## src/rtl/axis2axi_wr.sv

```systemverilog
// AXI-Stream to AXI4 write master: splits each transfer command into INCR bursts
// (<= MAX_BURST beats, never crossing a 4 KB page) with one burst outstanding at a time.
module axis2axi_wr #(
    parameter int unsigned DATA_WIDTH = 64,
    parameter int unsigned ADDR_WIDTH = 32,
    parameter int unsigned MAX_BURST  = 16,
    parameter int unsigned AXI_ID     = 0
) (
    input  logic                    clk,
    input  logic                    rst_n,
    // Transfer command
    input  logic                    cmd_valid_i,
    output logic                    cmd_ready_o,
    input  logic [ADDR_WIDTH-1:0]   cmd_addr_i,
    input  logic [19:0]             cmd_len_i,
    // Pixel stream
    input  logic [DATA_WIDTH-1:0]   s_axis_tdata_i,
    input  logic                    s_axis_tvalid_i,
    input  logic                    s_axis_tlast_i,
    output logic                    s_axis_tready_o,
    // AXI4 write address channel
    output logic [3:0]              m_axi_awid_o,
    output logic [ADDR_WIDTH-1:0]   m_axi_awaddr_o,
    output logic [7:0]              m_axi_awlen_o,
    output logic [2:0]              m_axi_awsize_o,
    output logic [1:0]              m_axi_awburst_o,
    output logic                    m_axi_awvalid_o,
    input  logic                    m_axi_awready_i,
    // AXI4 write data channel
    output logic [DATA_WIDTH-1:0]   m_axi_wdata_o,
    output logic [DATA_WIDTH/8-1:0] m_axi_wstrb_o,
    output logic                    m_axi_wlast_o,
    output logic                    m_axi_wvalid_o,
    input  logic                    m_axi_wready_i,
    // AXI4 write response channel
    input  logic [1:0]              m_axi_bresp_i,
    input  logic                    m_axi_bvalid_i,
    output logic                    m_axi_bready_o,
    // Status
    output logic                    busy_o,
    output logic                    done_o,
    output logic                    err_o
);

    localparam int unsigned StrbW  = DATA_WIDTH / 8;
    localparam int unsigned AxSize = $clog2(StrbW);

    typedef enum logic [2:0] {
        StIdle,
        StCalc,
        StAw,
        StW,
        StB,
        StDone
    } state_e;

    state_e                state_q, state_d;
    logic [ADDR_WIDTH-1:0] addr_q, addr_d;
    logic [19:0]           rem_q, rem_d;
    logic [8:0]            beats_q, beats_d;
    logic [8:0]            cnt_q, cnt_d;
    logic [ADDR_WIDTH-1:0] awaddr_q, awaddr_d;
    logic [7:0]            awlen_q, awlen_d;
    logic                  err_q, err_d;
    logic                  busy_q, busy_d;
    logic                  done_q, done_d;
    logic                  cmd_rdy_q, cmd_rdy_d;

    logic [12:0]           room_bytes;
    logic [19:0]           room_beats;
    logic [19:0]           burst;
    logic                  last_beat;
    logic                  final_beat;

    always_comb begin
        state_d    = state_q;
        addr_d     = addr_q;
        rem_d      = rem_q;
        beats_d    = beats_q;
        cnt_d      = cnt_q;
        awaddr_d   = awaddr_q;
        awlen_d    = awlen_q;
        err_d      = err_q;
        busy_d     = busy_q;
        done_d     = 1'b0;

        m_axi_awvalid_o = 1'b0;
        m_axi_wvalid_o  = 1'b0;
        m_axi_wlast_o   = 1'b0;
        m_axi_bready_o  = 1'b0;
        s_axis_tready_o = 1'b0;

        // Beats left before the 4 KB page ends; addr_q is always beat-aligned.
        room_bytes = 13'h1000 - {1'b0, addr_q[11:0]};
        room_beats = 20'(room_bytes >> AxSize);
        burst      = rem_q;
        if (burst > 20'(MAX_BURST)) begin
            burst = 20'(MAX_BURST);
        end
        if (burst > room_beats) begin
            burst = room_beats;
        end

        last_beat  = (cnt_q == beats_q - 9'd1);
        final_beat = last_beat && (rem_q == 20'(beats_q));

        unique case (state_q)
            StIdle: begin
                if (cmd_valid_i && cmd_rdy_q) begin
                    addr_d  = cmd_addr_i & ~ADDR_WIDTH'(StrbW - 1);
                    rem_d   = cmd_len_i;
                    err_d   = 1'b0;
                    busy_d  = 1'b1;
                    state_d = (cmd_len_i == 20'd0) ? StDone : StCalc;
                end
            end
            StCalc: begin
                beats_d  = 9'(burst);
                awaddr_d = addr_q;
                awlen_d  = 8'(burst - 20'd1);
                cnt_d    = 9'd0;
                state_d  = StAw;
            end
            StAw: begin
                m_axi_awvalid_o = 1'b1;
                if (m_axi_awready_i) begin
                    state_d = StW;
                end
            end
            StW: begin
                m_axi_wvalid_o  = s_axis_tvalid_i;
                s_axis_tready_o = m_axi_wready_i;
                m_axi_wlast_o   = last_beat;
                if (s_axis_tvalid_i && m_axi_wready_i) begin
                    // tlast must coincide exactly with the command's final beat.
                    if (s_axis_tlast_i != final_beat) begin
                        err_d = 1'b1;
                    end
                    cnt_d = cnt_q + 9'd1;
                    if (last_beat) begin
                        state_d = StB;
                    end
                end
            end
            StB: begin
                m_axi_bready_o = 1'b1;
                if (m_axi_bvalid_i) begin
                    if (m_axi_bresp_i != 2'b00) begin
                        err_d = 1'b1;
                    end
                    addr_d  = addr_q + (ADDR_WIDTH'(beats_q) << AxSize);
                    rem_d   = rem_q - 20'(beats_q);
                    state_d = (rem_q == 20'(beats_q)) ? StDone : StCalc;
                end
            end
            StDone: begin
                done_d  = 1'b1;
                busy_d  = 1'b0;
                state_d = StIdle;
            end
            default: begin
                state_d = StIdle;
            end
        endcase

        // Registered so it reads 0 while in reset.
        cmd_rdy_d = (state_d == StIdle);
    end

    always_ff @(posedge clk or negedge rst_n) begin
        if (!rst_n) begin
            state_q   <= StIdle;
            addr_q    <= '0;
            rem_q     <= '0;
            beats_q   <= '0;
            cnt_q     <= '0;
            awaddr_q  <= '0;
            awlen_q   <= '0;
            err_q     <= 1'b0;
            busy_q    <= 1'b0;
            done_q    <= 1'b0;
            cmd_rdy_q <= 1'b0;
        end else begin
            state_q   <= state_d;
            addr_q    <= addr_d;
            rem_q     <= rem_d;
            beats_q   <= beats_d;
            cnt_q     <= cnt_d;
            awaddr_q  <= awaddr_d;
            awlen_q   <= awlen_d;
            err_q     <= err_d;
            busy_q    <= busy_d;
            done_q    <= done_d;
            cmd_rdy_q <= cmd_rdy_d;
        end
    end

    assign cmd_ready_o     = cmd_rdy_q;
    assign m_axi_awid_o    = 4'(AXI_ID);
    assign m_axi_awaddr_o  = awaddr_q;
    assign m_axi_awlen_o   = awlen_q;
    assign m_axi_awsize_o  = 3'(AxSize);
    assign m_axi_awburst_o = 2'b01;
    assign m_axi_wdata_o   = s_axis_tdata_i;
    assign m_axi_wstrb_o   = '1;
    assign busy_o          = busy_q;
    assign done_o          = done_q;
    assign err_o           = err_q;

endmodule

```

## config.mk

```make
export PLATFORM = sky130hd
export DESIGN_NAME = axis2axi_wr
export DESIGN_NICKNAME = d
export VERILOG_FILES = /design/src/rtl/axis2axi_wr.sv
export SDC_FILE = /design/constraint.sdc
export NUM_CORES = 1
export LEC_CHECK = 0
export ABC_AREA = 1
export ABC_CLOCK_PERIOD_IN_PS = 9800
export CAP_MARGIN = 20
export CORE_ASPECT_RATIO = 1.25
export CORE_MARGIN = 2
export CORE_UTILIZATION = 30
export DETAILED_ROUTE_END_ITERATION = 16
export PLACE_DENSITY_LB_ADDON = 0.05
export SKIP_CTS_REPAIR_TIMING = 1
export SLEW_MARGIN = 25
export SYNTH_ARGS = -nofsm -noshare
export SYNTH_HDL_FRONTEND = slang
export SYNTH_SLANG_ARGS = --single-unit
```

## constraint.sdc

```tcl
create_clock -name clk -period 9.8 [get_ports clk]
set_clock_uncertainty 0.2 [all_clocks]
set_input_delay 1.47 -clock clk [delete_from_list [all_inputs] [get_ports clk]]
set_output_delay 1.47 -clock clk [all_outputs]
set_load 0.02 [all_outputs]
```

==> summary.txt <==
Global route
  – Gr usage total: 0.1764
  – First-pass GRT wire length: approximately 40,000 um
  – Initial antenna violation count: 0
  – Largest net degree at the start of global routing: 81
  – Vias in the first global route: ~7,300
  – Gr ovfl total: 0

Run
  – Max cap viols: 0

Timing
  – Pins Over Slew Limit: 0
  – Final min period: 4.512 ns
  – Final setup fails: 0
  – RSZ-0062 raised after global routing: false
  – Setup TNS: 0 ns
  – Max frequency: 0.2216 GHz
  – Tcrit/Tclk final: 0.4604
  – Final hold violation count: 0
  – Slew headroom: 0.4970
  – Worst slew pin tran: 0.7534 ns

Detailed routing
  – DRT antenna net count: 0
  – DRC violations left: 0
  – DR pass1 iterations: 4
  – Starting DRT DRC Count: about 300
  – Via density: around 4.7
  – Vias: between 7,000 and 8,000
  – WL/cell: between 15 and 20 um
  – Drt total wl: 25,290 um

Synthesis
  – #FFs+latches synth: between 100 and 150
  – Total of warnings raised by yosys: 0
  – Seq/Total Area, Yosys: 0.3375
  – Syn Area/Cell: between 7 and 8 um2
  – Ys flop type: dfrtp_1
  – Synth area leaders: dfrtp_1, nand2_1, buf_4, o21ai_0, inv_1
  – EDFF count, synth: 0
  – Cells after synthesis: 1,164
  – Synth async-reset ratio: 1.000
  – Cell variety after synth: 48
  – Post-Syn Area: just over 8000 um2
  – Yosys top cell by area: dfrtp_1
  – Area share of the leading cell type in the synthesized netlist: 0.3375
  – Synth cell count leaders: nand2_1, inv_1, nor2_1
  – Most common cell in the netlist: nand2_1

CTS
  – Skew-Pair Late Insertion Delay: around 0.37 ns
  – CTS Buffer Depth: 2
  – CTS tree: built
  – Clk sink count: approximately 110
  – Root Driver: clkbuf_16
  – Num CTS Buffers: 9
  – CTS H-tree depth: 3
  – Reg clk slew, reported paths: 0.08 ns

Die
  – I/O pin total: 256
  – Die Width: between 150 and 200 um
  – Starting density of the core: 0.3059
  – Rows: 67
  – Core Area: around 27,000 um2
  – Die ar.: about 29,000 um2
  – Die Y: about 190 um

Critical path
  – Worst Path Class, Setup: register to output pin
  – R2R Path Start: addr_q[3]$_DFFE_PN0P_
  – WP data required: 8.13 ns
  – Crit path launch type: register
  – Worst reg-to-reg setup slack: 5.91 ns
  – Crit end category: output pin
  – Setup crit end: m_axi_wlast_o
  – Worst Path Arrival: 2.84 ns
  – Crit-path max FO: 6
  – RR Endpoint: m_axi_awlen_o[4]$_DFFE_PN0P_
  – FF-to-FF path depth: 22
  – Worst setup path start: beats_q[1]$_DFFE_PN0P_

Layout
  – Post-layout util: 0.3495
  – Share of post-route cells with drive strength above 1: 0.06177
  – Nets: 1,354
  – Layout Area Growth over Synthesis: 14.26%
  – ANT cells: 0

Pwr
  – Leak Pwr: roughly 0.0043 uW
  – IR drop worst, VDD: ~0.13 mV
  – Sw Pwr: approximately 1500 uW
  – Int Power: 1486 uW
  – Comb pwr share: 0.572
  – Switching Fraction: 0.4943
  – Clock power frac: 0.137
  – Overall Power: 2939 uW
  – Cell Pwr Density: roughly 310 nW/um2
  – Reg power frac: 0.291

Placement
  – Buffers added on ports: roughly 100
  – Gp weighted congestion: 0.7939
  – Dpl hpwl: 19,360 um

Worst hold path
  – Hold WC Path Type: register to register
  – Hold Path Origin: m_axi_awlen_o[4]$_DFFE_PN0P_

Status
  – Status: completed
==> cells in the final DEF (no fill, tap or decap), drive strengths merged <==
cell type	count
xor2	18
a21o	3
bufinv	1
clkinvlp	3
o22a	1
nand3	65
o21ai	119
a21boi	1
and3	2
xnor2	4
nand3b	3
o21a	2
a22oi	2
dfrtp	111
clkinv	1
a21oi	44
nand2	273
nor4	8
clkdlybuf4s50	103
conb	25
a221oi	1
o21ba	1
or2	10
buf	7
o221ai	2
nor2	128
nor3b	1
o211ai	8
inv	130
o22ai	16
o21bai	2
fa	2
clkbuf	9
a31oi	5
nand4	18
nor3	36
ha	33
==> metal layers <==
layer,vias up,global-route usage,part of all wire
met1,3408,0.2099,0.43
met5,-,0,0
met3,30,0.02884,0.026
met2,117,0.3243,0.53
met4,0,0.05464,0.020
li1,3754,-,-
==> sequential cells by signal, summed over array words and instances, names as in the netlist, 3 cells and up <==
signal,flops
m_axi_awaddr_o,29
cnt_q,9
beats_q,9
rem_q,20
addr_q,29
m_axi_awlen_o,8
state_q,3
==> cells by family (layout without fill, tap and decap cells) <==
family | count (synthesis) | count (layout) | synth area share
and+or+nand+nor | 544 | 544 | 0.2917
other | 2 | 25 | 0.0009125
xor gates and xnor gates | 22 | 22 | 0.02341
buffers and inverters | 243 | 254 | 0.1513
DFF | 111 | 111 | 0.3375
adders and majority gates | 35 | 35 | 0.05503
AOI/OAI and AO/OA | 207 | 207 | 0.1402
==> stage by stage <==
stage,hold slack (ns),area [um2],setup slack [ns],instances
finish,0.2841,9404,5.288,1543
CTS,0.2897,9384,5.201,1542
floorplan,0.2539,8317,6.346,1187
detailed placement,0.2706,9077,5.447,1526
global route,0.3084,9404,5.029,1543
global placement,0.2601,9077,5.452,1526
==> power groups by stage <==
stage | clock network, uW | logic [uW] | registers [uW]
3_5_place_dp | 0 | 1700 | 866
5_1_grt | 437 | 1900 | 889
2_1_floorplan | 0 | 1130 | 899
3_3_place_gp | 0 | 1690 | 867
4_1_cts | 414 | 1710 | 859
6_report | 403 | 1680 | 855
==> layout make-up <==
cell class | instances | area (um2)
Multi-Input combinational cell | 833 | 4312
Sequential cell | 111 | 2778
Clock inverter | 7 | 81.33
Clock buffer | 9 | 225.2
Tap cell | 345 | 431.7
Fill cell | 2956 | 17510
Timing Repair Buffer | 110 | 1096
Inverter | 128 | 480.5
==> critical path, cell delays in order, from the launching register on <==
cell             delay (ns)
dfrtp_1                0.49
inv_1                  0.18
ha_1                   0.29
or2_0                  0.24
nand3_1                0.07
nand2_1                0.05
nor2_1                 0.09
nand2_1                0.07
nor2_2                 0.20
nand2_2                0.09
nor2_1                 0.09
clkdlybuf4s50_1        0.61
==> worst min path at each step <==
stage	to	slack (ns)	depth (start not counted)
after detailed placement	m_axi_awlen_o[4]$_DFFE_PN0P_	0.27	2
after floorplan	cnt_q[8]$_DFFE_PN0P_	0.25	1
after global placement	err_o$_DFFE_PN0P_	0.26	2
final	m_axi_awlen_o[4]$_DFFE_PN0P_	0.28	2
after CTS	err_o$_DFFE_PN0P_	0.29	2
after global routing	err_o$_DFFE_PN0P_	0.31	2
Note: power is estimated with default switching activity, not from simulation.
